==> src/rtl/uart_pkg.sv <==
// Shared definitions for the 8N1 UART receiver and sender.
package uart_pkg;

    // Frame phases common to both directions.
    typedef enum logic [1:0] {
        IDLE,
        START,
        DATA,
        STOP
    } uart_state_t;

    localparam int   DATA_BITS  = 8;
    localparam logic STOP_LEVEL = 1'b1;

    // Rounded integer divisor: clock cycles per period of 'rate' at 'clk_freq'.
    function automatic int unsigned calc_divisor(input int unsigned clk_freq,
                                                 input int unsigned rate);
        return (clk_freq + rate / 2) / rate;
    endfunction

endpackage

==> src/rtl/uart_receiver.sv <==
// 8N1 UART receiver: synchronises the serial line, oversamples the start
// bit to reject glitches, samples data and stop bits at their centres.
module uart_receiver
    import uart_pkg::*;
#(
    parameter int unsigned CLK_FREQ   = 100_000_000,
    parameter int unsigned BAUD_RATE  = 9600,
    parameter int unsigned OVERSAMPLE = 16      // must be >= 4
) (
    input  logic                 sysclk,
    input  logic                 reset_n,
    input  logic                 rx,
    input  logic                 recv_enable,
    output logic                 recv_finish,
    output logic [DATA_BITS-1:0] readdata
);

    localparam int unsigned TICK_CYC = calc_divisor(CLK_FREQ, BAUD_RATE * OVERSAMPLE);
    localparam int TICK_W = (TICK_CYC > 1) ? $clog2(TICK_CYC) : 1;
    localparam int OS_W   = $clog2(OVERSAMPLE);
    localparam int BIT_W  = $clog2(DATA_BITS);

    localparam logic [TICK_W-1:0] TICK_LAST = TICK_W'(TICK_CYC - 1);
    localparam logic [OS_W-1:0]   OS_LAST   = OS_W'(OVERSAMPLE - 1);
    localparam logic [OS_W-1:0]   HALF_LAST = OS_W'(OVERSAMPLE / 2 - 1);
    localparam logic [BIT_W-1:0]  BIT_LAST  = BIT_W'(DATA_BITS - 1);

    logic [1:0]           sync_reg;
    logic                 rx_s;
    logic                 rx_prev_reg;
    logic                 tick;

    uart_state_t          state_reg,    state_next;
    logic [TICK_W-1:0]    tick_cnt_reg, tick_cnt_next;
    logic [OS_W-1:0]      os_cnt_reg,   os_cnt_next;
    logic [BIT_W-1:0]     bit_cnt_reg,  bit_cnt_next;
    logic [DATA_BITS-1:0] shift_reg,    shift_next;
    logic [DATA_BITS-1:0] readdata_reg, readdata_next;
    logic                 finish_reg,   finish_next;
    logic                 ferr_reg,     ferr_next;

    assign rx_s        = sync_reg[1];
    assign tick        = (tick_cnt_reg == TICK_LAST);
    assign recv_finish = finish_reg;
    assign readdata    = readdata_reg;

    // Two-flop synchroniser plus a delayed copy for falling-edge detection.
    always_ff @(posedge sysclk or negedge reset_n) begin
        if (!reset_n) begin
            sync_reg    <= 2'b11;
            rx_prev_reg <= 1'b1;
        end else begin
            sync_reg    <= {sync_reg[0], rx};
            rx_prev_reg <= rx_s;
        end
    end

    // Receiver state and datapath registers.
    always_ff @(posedge sysclk or negedge reset_n) begin
        if (!reset_n) begin
            state_reg    <= IDLE;
            tick_cnt_reg <= '0;
            os_cnt_reg   <= '0;
            bit_cnt_reg  <= '0;
            shift_reg    <= '0;
            readdata_reg <= '0;
            finish_reg   <= 1'b0;
            ferr_reg     <= 1'b0;
        end else begin
            state_reg    <= state_next;
            tick_cnt_reg <= tick_cnt_next;
            os_cnt_reg   <= os_cnt_next;
            bit_cnt_reg  <= bit_cnt_next;
            shift_reg    <= shift_next;
            readdata_reg <= readdata_next;
            finish_reg   <= finish_next;
            ferr_reg     <= ferr_next;
        end
    end

    // Next-state logic: tick divider, oversample counter and bit sampling.
    always_comb begin
        state_next    = state_reg;
        tick_cnt_next = tick ? '0 : tick_cnt_reg + 1'b1;
        os_cnt_next   = os_cnt_reg;
        bit_cnt_next  = bit_cnt_reg;
        shift_next    = shift_reg;
        readdata_next = readdata_reg;
        finish_next   = 1'b0;
        ferr_next     = ferr_reg;

        case (state_reg)
            IDLE: begin
                // Hold the dividers cleared so each frame starts phase-aligned.
                tick_cnt_next = '0;
                os_cnt_next   = '0;
                bit_cnt_next  = '0;
                ferr_next     = 1'b0;
                if (rx_prev_reg && !rx_s && recv_enable) begin
                    state_next = START;
                end
            end
            START: begin
                if (tick) begin
                    if (os_cnt_reg == HALF_LAST) begin
                        os_cnt_next = '0;
                        // A line back at 1 mid-start-bit was only a glitch.
                        state_next  = rx_s ? IDLE : DATA;
                    end else begin
                        os_cnt_next = os_cnt_reg + 1'b1;
                    end
                end
            end
            DATA: begin
                if (tick) begin
                    if (os_cnt_reg == OS_LAST) begin
                        os_cnt_next  = '0;
                        shift_next   = {rx_s, shift_reg[DATA_BITS-1:1]};
                        bit_cnt_next = bit_cnt_reg + 1'b1;
                        if (bit_cnt_reg == BIT_LAST) begin
                            state_next = STOP;
                        end
                    end else begin
                        os_cnt_next = os_cnt_reg + 1'b1;
                    end
                end
            end
            STOP: begin
                if (ferr_reg) begin
                    // Framing error: stay here until the line idles again.
                    if (rx_s == STOP_LEVEL) begin
                        state_next = IDLE;
                    end
                end else if (tick) begin
                    if (os_cnt_reg == OS_LAST) begin
                        os_cnt_next = '0;
                        if (rx_s == STOP_LEVEL) begin
                            readdata_next = shift_reg;
                            finish_next   = 1'b1;
                            state_next    = IDLE;
                        end else begin
                            ferr_next = 1'b1;
                        end
                    end else begin
                        os_cnt_next = os_cnt_reg + 1'b1;
                    end
                end
            end
            default: state_next = IDLE;
        endcase
    end

endmodule

==> src/rtl/uart_sender.sv <==
// 8N1 UART sender: on an accepted trigger edge, shifts a latched byte out
// LSB first between a start and a stop bit, each held for one bit period.
module uart_sender
    import uart_pkg::*;
#(
    parameter int unsigned CLK_FREQ  = 100_000_000,
    parameter int unsigned BAUD_RATE = 9600
) (
    input  logic                 sysclk,
    input  logic                 reset_n,
    input  logic [DATA_BITS-1:0] writedata,
    input  logic                 send_trigger,
    input  logic                 send_enable,
    output logic                 send_work_state,
    output logic                 send_finish,
    output logic                 tx
);

    localparam int unsigned BIT_CYC = calc_divisor(CLK_FREQ, BAUD_RATE);
    localparam int CNT_W = (BIT_CYC > 1) ? $clog2(BIT_CYC) : 1;
    localparam int BIT_W = $clog2(DATA_BITS);

    localparam logic [CNT_W-1:0] CNT_LAST = CNT_W'(BIT_CYC - 1);
    localparam logic [BIT_W-1:0] BIT_LAST = BIT_W'(DATA_BITS - 1);

    logic trig_prev_reg;
    logic trig_rise;
    logic bit_end;

    uart_state_t          state_reg,   state_next;
    logic [CNT_W-1:0]     cnt_reg,     cnt_next;
    logic [BIT_W-1:0]     bit_cnt_reg, bit_cnt_next;
    logic [DATA_BITS-1:0] data_reg,    data_next;
    logic                 tx_reg,      tx_next;
    logic                 work_reg,    work_next;
    logic                 finish_reg,  finish_next;

    assign trig_rise       = send_trigger & ~trig_prev_reg;
    assign bit_end         = (cnt_reg == CNT_LAST);
    assign tx              = tx_reg;
    assign send_work_state = work_reg;
    assign send_finish     = finish_reg;

    // Sender state, line and trigger-history registers.
    always_ff @(posedge sysclk or negedge reset_n) begin
        if (!reset_n) begin
            trig_prev_reg <= 1'b0;
            state_reg     <= IDLE;
            cnt_reg       <= '0;
            bit_cnt_reg   <= '0;
            data_reg      <= '0;
            tx_reg        <= STOP_LEVEL;
            work_reg      <= 1'b0;
            finish_reg    <= 1'b0;
        end else begin
            trig_prev_reg <= send_trigger;
            state_reg     <= state_next;
            cnt_reg       <= cnt_next;
            bit_cnt_reg   <= bit_cnt_next;
            data_reg      <= data_next;
            tx_reg        <= tx_next;
            work_reg      <= work_next;
            finish_reg    <= finish_next;
        end
    end

    // Next-state logic: bit-period divider and frame sequencing.
    always_comb begin
        state_next   = state_reg;
        cnt_next     = bit_end ? '0 : cnt_reg + 1'b1;
        bit_cnt_next = bit_cnt_reg;
        data_next    = data_reg;
        tx_next      = tx_reg;
        work_next    = work_reg;
        finish_next  = 1'b0;

        case (state_reg)
            IDLE: begin
                cnt_next     = '0;
                bit_cnt_next = '0;
                tx_next      = STOP_LEVEL;
                // Triggers are only looked at here, so busy-time edges are dropped.
                if (trig_rise && send_enable) begin
                    data_next  = writedata;
                    tx_next    = 1'b0;
                    work_next  = 1'b1;
                    state_next = START;
                end
            end
            START: begin
                if (bit_end) begin
                    tx_next    = data_reg[0];
                    data_next  = {1'b0, data_reg[DATA_BITS-1:1]};
                    state_next = DATA;
                end
            end
            DATA: begin
                if (bit_end) begin
                    bit_cnt_next = bit_cnt_reg + 1'b1;
                    if (bit_cnt_reg == BIT_LAST) begin
                        tx_next    = STOP_LEVEL;
                        state_next = STOP;
                    end else begin
                        tx_next   = data_reg[0];
                        data_next = {1'b0, data_reg[DATA_BITS-1:1]};
                    end
                end
            end
            STOP: begin
                if (bit_end) begin
                    work_next   = 1'b0;
                    finish_next = 1'b1;
                    state_next  = IDLE;
                end
            end
            default: state_next = IDLE;
        endcase
    end

endmodule

==> src/rtl/uart_receiver_sender.sv <==
// 8N1 UART datapath: independent receiver and sender sharing one clock.
module uart_receiver_sender
    import uart_pkg::*;
#(
    parameter int unsigned CLK_FREQ   = 100_000_000,
    parameter int unsigned BAUD_RATE  = 9600,
    parameter int unsigned OVERSAMPLE = 16      // must be >= 4
) (
    input  logic                 sysclk,
    input  logic                 reset_n,
    input  logic                 UART_RX,
    input  logic                 recv_enable,
    output logic                 recv_finish,
    output logic [DATA_BITS-1:0] readdata,
    input  logic [DATA_BITS-1:0] writedata,
    input  logic                 send_trigger,
    input  logic                 send_enable,
    output logic                 send_work_state,
    output logic                 send_finish,
    output logic                 UART_TX
);

    uart_receiver #(
        .CLK_FREQ   (CLK_FREQ),
        .BAUD_RATE  (BAUD_RATE),
        .OVERSAMPLE (OVERSAMPLE)
    ) u_receiver (
        .sysclk      (sysclk),
        .reset_n     (reset_n),
        .rx          (UART_RX),
        .recv_enable (recv_enable),
        .recv_finish (recv_finish),
        .readdata    (readdata)
    );

    uart_sender #(
        .CLK_FREQ  (CLK_FREQ),
        .BAUD_RATE (BAUD_RATE)
    ) u_sender (
        .sysclk          (sysclk),
        .reset_n         (reset_n),
        .writedata       (writedata),
        .send_trigger    (send_trigger),
        .send_enable     (send_enable),
        .send_work_state (send_work_state),
        .send_finish     (send_finish),
        .tx              (UART_TX)
    );

endmodule

==> config.mk <==
export PLATFORM = sky130hd
export DESIGN_NAME = uart_receiver_sender
export DESIGN_NICKNAME = d
export VERILOG_FILES = /design/src/rtl/uart_pkg.sv /design/src/rtl/uart_receiver.sv /design/src/rtl/uart_sender.sv /design/src/rtl/uart_receiver_sender.sv
export SDC_FILE = /design/constraint.sdc
export NUM_CORES = 1
export LEC_CHECK = 0
export CELL_PAD_IN_SITES_DETAIL_PLACEMENT = 1
export CELL_PAD_IN_SITES_GLOBAL_PLACEMENT = 2
export CORE_ASPECT_RATIO = 0.8
export CORE_MARGIN = 5
export CORE_UTILIZATION = 39
export DETAILED_ROUTE_END_ITERATION = 12
export PLACE_DENSITY_LB_ADDON = 0.15
export SLEW_MARGIN = 25
export SYNTH_ARGS = -nofsm -noshare
export SYNTH_HDL_FRONTEND = slang
export SYNTH_HIERARCHICAL = 1
export SYNTH_SLANG_ARGS = --single-unit
==> constraint.sdc <==
create_clock -name sysclk -period 2.3 [get_ports sysclk]
set_input_delay 0.46 -clock sysclk [delete_from_list [all_inputs] [get_ports sysclk]]
set_output_delay 0.46 -clock sysclk [all_outputs]
set_load 0.02 [all_outputs]
**Yosys cells after proc, flatten, opt, wreduce, memory -nomap -nowiden**

Cells that the tools add are included.
Widths: inputs -> output; s select.

- Bitwise logic cells: 3
- Eq/ne operators: 27
- Reductions and logical operators: 21
- Multiplexer cells: 58
- $add $sub $neg: 5

Operator list:

| cell | count |
|---|---|
| $mux 2 | 16 |
| $mux 8 | 4 |
| $mux 14 | 2 |
| $pmux 8 s3 | 1 |
| $ne 2x1->1 const B | 11 |
| $mux 10 | 2 |
| $mux 4 | 5 |
| $mux 1 | 17 |
| $pmux 2 s4 | 2 |
| $pmux 4 s4 | 1 |
| $reduce_and 5->1 | 3 |
| $add 14x1->14 const B | 1 |
| $eq 14x14->1 const B | 1 |
| $pmux 3 s2 | 2 |
| $reduce_and 3->1 | 4 |
| $add 10x1->10 const B | 1 |
| $eq 10x10->1 const B | 1 |
| $mux 3 | 3 |
| $eq 2x2->1 const B | 4 |
| $reduce_and 8->1 | 1 |
| $reduce_bool 2->1 | 4 |
| $add 3x1->3 const B | 2 |
| $eq 3x3->1 const B | 2 |
| $ne 3x1->1 const B | 2 |
| 14 further kinds | 22 |

- Input bits: 14
- Logic and storage cells: 132
- Output and inout bits: 12
- Flip-flop bits (word level): 71

**Logic depth before layout (Yosys ltp)**

- Depth after elaboration: 5
- Mapped depth: 7
- Gate-level depth less buffers: 6

**Hierarchy**

The synthesis kept the hierarchy.

By module, submodules not included:

| module | area each (um^2) | cells an instance | sequential area each (um^2) | instances |
|---|---|---|---|---|
| uart_receiver | 1,938.1 | 166 | 1,004.7 | 1 |
| uart_sender | 1,655.3 | 159 | 777.0 | 1 |

**Worst setup path before layout**

Ideal clock, no wire load.

- Kind: register to register
- Start: register u_receiver.tick_cnt_reg[0]
- End: register u_receiver.readdata_reg[0], in the netlist u_receiver/readdata[0]
- Buffers on the path: 1
- Data required time: 2.175 ns
- Period minus slack after synthesis: 2.092 ns
- Library setup time: 0.125 ns
- Stages on the path, launching flop included: 8
- Setup slack: 0.208 ns
- Arrival time: 1.967 ns
- Cells stage by stage: dfrtp_1 inv_1 ha_1 nand4bb_1 nor4_4 and3_1 buf_6 mux2_4

- Word-level cells in the longest chain between the ends: 2

RTL lines:

| item | RTL line | source |
|---|---|---|
| start, declared | uart_receiver.sv:34 | `logic [TICK_W-1:0] tick_cnt_reg, tick_cnt_next;` |
| start signal, assigned | uart_receiver.sv:71 | `tick_cnt_reg <= tick_cnt_next;` |
| $eq 10x10->1 | uart_receiver.sv:43 | `assign tick = (tick_cnt_reg == TICK_LAST);` |
| $reduce_and 5->1 (no source line) | -- |  |
| end signal, assigned | uart_receiver.sv:75 | `readdata_reg <= readdata_next;` |
| end, declared | uart_receiver.sv:38 | `logic [DATA_BITS-1:0] readdata_reg, readdata_next;` |

Every way passes these cells.
A chain may end at the register's enable or synchronous reset.

**Worst setup path after layout**

- Start: register u_receiver.tick_cnt_reg[6]
- End: register u_receiver.readdata_reg[7], in the netlist u_receiver/readdata[7]

The elaborated chain is that of the path after synthesis.

==> out/results.tsv <==
metric	value	unit
synthesized instance count	325	
RSZ-0062 raised after global routing	no	
final worst path period share	89.3	%
crit-path max FO	9	
clock sinks	71	
r2r endpoint	u_receiver/readdata[7]	
Mapped Nets	356	
core area	0.00904	mm2
Sum Neg Setup Slack	0	ns
Die H	95.9	um
initial core utilization	39.8	%
most frequent cells in the layout	dfrtp_1 (67), nor2_1 (37), clkdlybuf4s50_1 (24), nand2_1 (24), mux2_2 (24)	
IO Count	26	
Post-CTS Resized	0	
pin count of the biggest net entering global routing	28	
total gr overflow	0	
Slew HR	58.5	%
CP max-delay cell	or3b_1	
status	finished, final reports clean	
most common cell after layout, fill and taps aside	dfrtp_1	
Worst Setup Path Type	reg -> reg	
asr flop ratio synth	100	%
Yosys reg bits	71	
f_max	487	MHz
crit start category	flop	
Tot GR Track Use	15.2	%
Filler cells	968	
Slew Limit Fails	0	
# H-tree levels	3	
vias in the first global route	2767	
Hold Violations, Final	0	
CP peak stage delay	0.51	ns
first-pass GRT wire length	13.7	mm
P&R area growth vs syn	21.1	%
CTS tree	yes	
maximum VDD drop	0.000386	V
Die ar.	0.0112	mm2
pre-CTS setup slack	0.125	ns
clk_lat worst skew	0.33	ns
footprint of the multi-input gates	0.00172	mm2
Setup WS post-layout	0.246	ns
DR WL/cell	16.2	um
count of cell types in the netlist	53	
gp weighted congestion	0.759	
Worst Hold Class	in -> async	
cell area power density	634	mW/mm2
R2R Path Start	u_receiver/tick_cnt_reg[6]	
required time worst endpoint	2.51	ns
Layout Nets	394	
Synth area leader	dfrtp_1	
initial antenna violation count	0	
Synth area leaders	dfrtp_1 (47%), mux2_2 (7.5%), ha_1 (5.9%)	
clk buf depth	2	
Detailed Route Iter0 Violations	121	
number of diodes	0	
final WL	7.85	mm
clk root buf	clkbuf_16	
DRT Pass-1 Iters	4	
synthesized area	0.00359	mm2
crit path capture type	flop	
hold_buf cts	0	
R2R Setup Slk	0.25	ns
# Post-CTS Setup Buffers	0	
number of synthesized flops with an enable pin	0	
Synth warnings	6	
syn avg cell area	11.1	um2
Routed Antenna Nets	0	
max cap viols	0	
via/cell ratio	5.30	
post-detail-place hpwl	5.55	mm
CTS Buf Count	9	
clock-pin slew on the worst setup and hold paths	0.06	ns
cells on worst reg2reg path	5	
Least-Margin Pin Slew	0.623	ns
top-area cell type share of the netlist area	46.7	%
Finished Layout Cells	483	
Core Rows	31	
# setup viols final	0	
proportion of layout cells with a drive suffix above 1	19.6	%
Arrival @ worst endpoint	2.27	ns
placed cells	467	
Residual DRC	0	
# port buffers	25	
Setup Skew	0.00617	ns
CP cell instances	or3b_1 > nor4_4 > and3_1 > buf_4 > mux2_4	
final worst path period need	2.05	ns
Pleak	1.92	nW
Die W	117	um
most common flop cell mapped by yosys	dfrtp_1	
max reg flops	14	
register area	0.00178	mm2
Seq/Total Area, Yosys	49.6	%
via count	2562	
[cell type report]
type                    count  area share (%)
flip-flops and latches     71            40.9
clock inverters             6            1.61
inverters                  14            1.21
well taps                 115            3.31
multi-input cells         232            39.5
repair buffers             35            7.94
clock buffers              10            5.49
[cells in the mapped netlist (all sizes together) (4+ instances only)]
cell	count
or2	4
o211ai	7
nand3	19
inv	14
and3	4
dfstp	4
clkbuf	5
xor2	7
nor3	9
o21ai	7
mux2	32
dfrtp	67
nor4	7
ha	17
xnor2	15
a21oi	4
nand2	25
nor2	37
[critical path, delay by kind of cell (launching register included)]
family / cells / cell delay (ns)
AND/OR/NAND/NOR: 3 / 1.00
buffers and inverters: 1 / 0.21
multiplexers: 1 / 0.32
flip-flops: 1 / 0.41
[logic make-up after synthesis]
logic type      synth area share [%]
buf+inv                         2.58
simple gates                    17.6
flops                           49.6
mux                             11.4
compound gates                  7.52
xor+xnor                        5.36
fa+ha+maj                       5.92
[routing by layer]
layer	wire length, um	part of all wire [%]	up-vias	GRT usage, %
li1	-	-	1224	-
met1	4020	51	1297	20.3
met2	3480	44	32	23.8
met3	245	3.1	9	4.35
met4	108	1.4	0	5.22
met5	0	0	-	0
[metrics by stage]
stage                     area (um2)  hold WS (ns)  util [%]  total power, mW
final                           4350         0.146      48.2             2.76
after detailed placement        4040         0.354      44.7             1.37
after floorplan                 3590         0.164         -             1.31
after CTS                       4350         0.161      48.2             2.81
after global placement          4040         0.346      44.7             1.37
after global routing            4350         0.182      48.2             2.88
[worst max path at each step]
stage	startpoint	end	slack (ns)
2_1_floorplan	u_receiver/tick_cnt_reg[0]	u_receiver/readdata[0]	0.21
3_3_place_gp	send_trigger	u_sender/data_reg[7]	0.16
3_5_place_dp	send_trigger	u_sender/data_reg[0]	0.12
4_1_cts	u_receiver/tick_cnt_reg[6]	u_receiver/readdata[7]	0.22
5_1_grt	u_receiver/tick_cnt_reg[0]	u_receiver/os_cnt_reg[0]	0.009
6_report	u_receiver/tick_cnt_reg[6]	u_receiver/readdata[7]	0.25
[where the power goes]
part           internal (mW)  switching (mW)  total (mW)
logic                 0.0390          0.0371      0.0761
clock network          0.872           0.543        1.41
registers               1.26         0.00661        1.27
No activity file was read; power rests on OpenSTA's default activity.
==> patch 1: new RTL, same flow settings <==
`CLK_FREQ` is set to 100_000_000 in 3 places; all go to 200_000_000.
--- a/src/rtl/uart_receiver.sv
+++ b/src/rtl/uart_receiver.sv
@@ -5,3 +5,3 @@
 #(
-    parameter int unsigned CLK_FREQ   = 100_000_000,
+    parameter int unsigned CLK_FREQ   = 200_000_000,
     parameter int unsigned BAUD_RATE  = 9600,
--- a/src/rtl/uart_sender.sv
+++ b/src/rtl/uart_sender.sv
@@ -5,3 +5,3 @@
 #(
-    parameter int unsigned CLK_FREQ  = 100_000_000,
+    parameter int unsigned CLK_FREQ  = 200_000_000,
     parameter int unsigned BAUD_RATE = 9600
--- a/src/rtl/uart_receiver_sender.sv
+++ b/src/rtl/uart_receiver_sender.sv
@@ -4,3 +4,3 @@
 #(
-    parameter int unsigned CLK_FREQ   = 100_000_000,
+    parameter int unsigned CLK_FREQ   = 200_000_000,
     parameter int unsigned BAUD_RATE  = 9600,
Behaviour: same outputs for any inputs over 10 cycles, from zero or initial values and one cycle with reset_n low; that may be too few to reach the edited logic, so the function may still have changed.
==> patch 1 against the unedited design <==
The run now ends with negative setup slack left. Routed wire length rose by 1.2%. Cell area rose by 6.1%. Combinational power fell by 9.5%. Cell count rose by 5.0%. Setup slack got worse by 0.30 ns. Sequential cell count rose by 2. Die area rose by 1.6%. Total power fell by 0.64%. Area after synthesis rose by 1.8%.
==> patch 1: results <==
synthesis:
  synth_nets: 353
  synth_seq_area_share: 0.501
  netlist_top_cells_area: "dfrtp_1 47%, mux2_2 8.0%, ha_1 5.8%, xnor2_1 3.8%, nor2_1 3.8%"
  synth_commonest_cells: "69 x dfrtp_1, 37 x nor2_1, 26 x mux2_2, 20 x nand2_1"
  syn_inst: 322
  synthArstFlopShare: 1.00
outcome:
  violations: "negative setup slack"
  status: "finished, violations left"
timing:
  skew_ns: 0.00489
  finalWorstSetupSlack_ns: -0.0571
  setup_viol_count_final: 1
  slew_headroom: 0.630
  fin_setup_tns_ns: -0.0571
drt:
  route.met3.wl_um: 304
  wl_met1_um: 4080
  drt_iter0_markers: 112
  route.met2.wl_um: 3480
  wl_um: 7940
  via_per_inst: 5.17
  num_vias: 2621
global_routing:
  grt_pass1_wl_um: 13600
  grtUsageTotal: 0.145
  use_met3: 0.0431
  grt_max_degree: 41
  grt_pass1_vias: 2691
  grtUsageMet2: 0.211
  grt_util_met1: 0.207
setup_path:
  cp.arrival_ns: 2.56
  slowest_delay_ns: 0.56
  worst_path_max_delay_cell: "or4_4"
  path_max_fanout: 4
layout:
  largest_reg_flops: 15
  n_fill_cell: 1000
  antenna_cells: 0
  nNetsFinal: 418
  drive_gt1_frac: 0.260
placed_design:
  place_area_um2: 4260
  placement.setup.worst_slack_ns: -0.0954
  port_buffers: 25
  dp.cells: 485
  hpwlAfterDp_um: 5600
  place_congestion: 0.789
power:
  seqPwrFrac: 0.476
  p_int_uw: 2170
  peakVddDrop_mv: 0.416
  p_clk_uw: 1370
  total_leakage_power_uw: 0.00209
==> patch 1: area by class of cell <==
class | count | area [um2] | area share
Timing Repair Buffer | 60 | 539 | 0.117
Clock inverter | 6 | 60.1 | 0.0130
Multi-Input combinational cell | 226 | 1750 | 0.379
Sequential cell | 73 | 1830 | 0.397
Inverter | 17 | 63.8 | 0.0138
Clock buffer | 10 | 229 | 0.0496
Tap cell | 115 | 144 | 0.0312
==> patch 1: final timing paths <==
kind                            slack (ns)                    from                 endpoint  depth (start not counted)
worst max-delay path                 -0.06    u_sender/cnt_reg[10]    u_sender/state_reg[1]                          4
worst min-delay path                  0.11                 reset_n  u_receiver/shift_reg[1]                          1
worst max register to register       -0.06    u_sender/cnt_reg[10]    u_sender/state_reg[1]                          4
worst min register to register        0.38  u_receiver/sync_reg[0]   u_receiver/sync_reg[1]                          0
max in group asynchronous             1.48                 reset_n   u_receiver/sync_reg[1]                          2
min in group sysclk                   0.38  u_receiver/sync_reg[0]   u_receiver/sync_reg[1]                          0
==> patch 1: repair_timing <==
action / in CTS / in global routing
gates resized for setup: 0 / 4
gates cloned: 0 / 1
endpoints found under the setup margin: 2 / 18
endpoints found under the hold margin: 0 / 0
hold buffers: 0 / 0
pin swaps: 4 / 1
setup buffers: 3 / 2
==> patch 1: cells by family (layout without fill, tap and decap cells) <==
family | count (synthesis) | after routing | synth area share
mux | 39 | 39 | 0.126
flops | 73 | 73 | 0.501
xor+xnor | 23 | 23 | 0.0551
fa+ha+maj | 17 | 17 | 0.0582
simple gates | 121 | 122 | 0.180
compound gates | 25 | 25 | 0.0530
buf+inv | 24 | 93 | 0.0270
==> patch 2: new RTL, config.mk and constraints unchanged <==
Without the edit above. `shift_reg` and `readdata_reg` no longer have a reset.
--- a/src/rtl/uart_receiver.sv
+++ b/src/rtl/uart_receiver.sv
@@ -64,4 +64,2 @@
             bit_cnt_reg  <= '0;
-            shift_reg    <= '0;
-            readdata_reg <= '0;
             finish_reg   <= 1'b0;
@@ -73,4 +71,2 @@
             bit_cnt_reg  <= bit_cnt_next;
-            shift_reg    <= shift_next;
-            readdata_reg <= readdata_next;
             finish_reg   <= finish_next;
@@ -78,2 +74,7 @@
         end
+    end
+
+    always_ff @(posedge sysclk) begin
+        shift_reg    <= shift_next;
+        readdata_reg <= readdata_next;
     end
Formal check against the unedited RTL: no difference found for any inputs over 10 cycles, from zero or initial values and one cycle with reset_n low; that may be too few to reach the edited logic, so the function may still have changed.
==> patch 2 against the unedited design <==
Routed wire length is 9.5% lower. Clock skew hardly changed. Count of clock-buffer cells in the layout is 1 lower. Area after synthesis is 3.2% lower. Combinational power is 13% lower. Via count is 8.9% lower. Total power is 18% lower. Utilization is 0.67 points lower. Setup slack better by 0.069 ns. Sequential cell count stayed put. Cell area is 6.2% lower.
==> patch 2: results <==
drt:
  drt_iter0_markers: 84
  wl_um: 7100
  wl_met1_um: 3770
  num_vias: 2335
  route.met2.wl_um: 2940
  route.met3.wl_um: 268
global_routing:
  grtUsageTotal: 0.146
  use_met3: 0.0461
  grt_pass1_vias: 2486
  grt_pass1_wl_um: 12300
  grtUsageMet2: 0.212
  grt_max_degree: 56
  grt_util_met1: 0.201
synthesis:
  synth_edf_count: 16
  synth_seq_area_share: 0.535
  netlist_top_cells_area: "dfrtp_1 37%, edfxtp_1 14%, ha_1 6.1%, mux2_2 5.2%, nor2_1 4.0%"
  synth_nets: 338
  ys_types: 50
  syn_inst: 307
  synth_commonest_cells: "51 x dfrtp_1, 37 x nor2_1, 24 x nand2_1, 20 x nand3_1, 17 x ha_1"
  synthArstFlopShare: 0.775
  synth_warnings: 6
layout:
  fin_cells: 461
  final-clk-cell-share: 0.0423
  nNetsFinal: 375
  seq_cells: 71
  nNonClkBuffers: 32
  final_cell_area_um2: 4080
  seq_share: 0.456
  multi_input_area_share: 0.377
  drive_gt1_frac: 0.160
  multi_input_gates: 215
  buf_share: 0.0760
  n_fill_cell: 955
cts:
  clkTransAtPathRegs_ns: 0.08
  root_buffer: "clkbuf_8"
  clock_latency_ns: 0.35
setup_path:
  critical_path.endpoint: "u_sender/data_reg[7]"
  r2r_slack_ns: 0.32
  r2r_start: "u_sender/bit_cnt_reg[0]"
  path_max_fanout: 8
  slowest_delay_ns: 0.41
  worst_path_max_delay_cell: "dfrtp_1"
timing:
  tightest_slew_ns: 0.512
  fin_hold_ws_ns: 0.0895
placed_design:
  dp.cells: 445
  place_area_um2: 3910
  placement.setup.worst_slack_ns: 0.103
die:
  die_area_um2: 10900
outcome:
  status: "complete, no violations"
power:
  switching_share: 0.236
  p_clk_uw: 884
  total_leakage_power_uw: 0.00171
  peakVddDrop_mv: 0.288
## patch 2: cell count changes in the layout (fill, tap and decap cells not counted), sizes merged, moves of 2 or more
cell | unedited run | this run
and2 | 1 | 3
and3 | 4 | 7
buf | 11 | 8
dfrtp | 67 | 51
edfxtp | 0 | 16
inv | 14 | 16
mux2 | 32 | 16
nand2b | 1 | 4
nand3b | 3 | 1
nor3 | 9 | 6
o2111ai | 2 | 0
## patch 2: logic make-up after synthesis
| logic type | count (synthesis) | share of synthesized area |
|---|---|---|
| flops | 71 | 0.535 |
| xor+xnor | 22 | 0.0554 |
| simple gates | 127 | 0.199 |
| mux | 18 | 0.0576 |
| buf+inv | 21 | 0.0237 |
| compound gates | 31 | 0.0676 |
| fa+ha+maj | 17 | 0.0611 |
## patch 2: worst max-delay path, delay by kind of cell (launching register included)
family	cells	cell delay [ns]
muxes	1	0.38
DFF	1	0.41
AOI/OAI and AO/OA	2	0.65
adders and majority gates	2	0.42
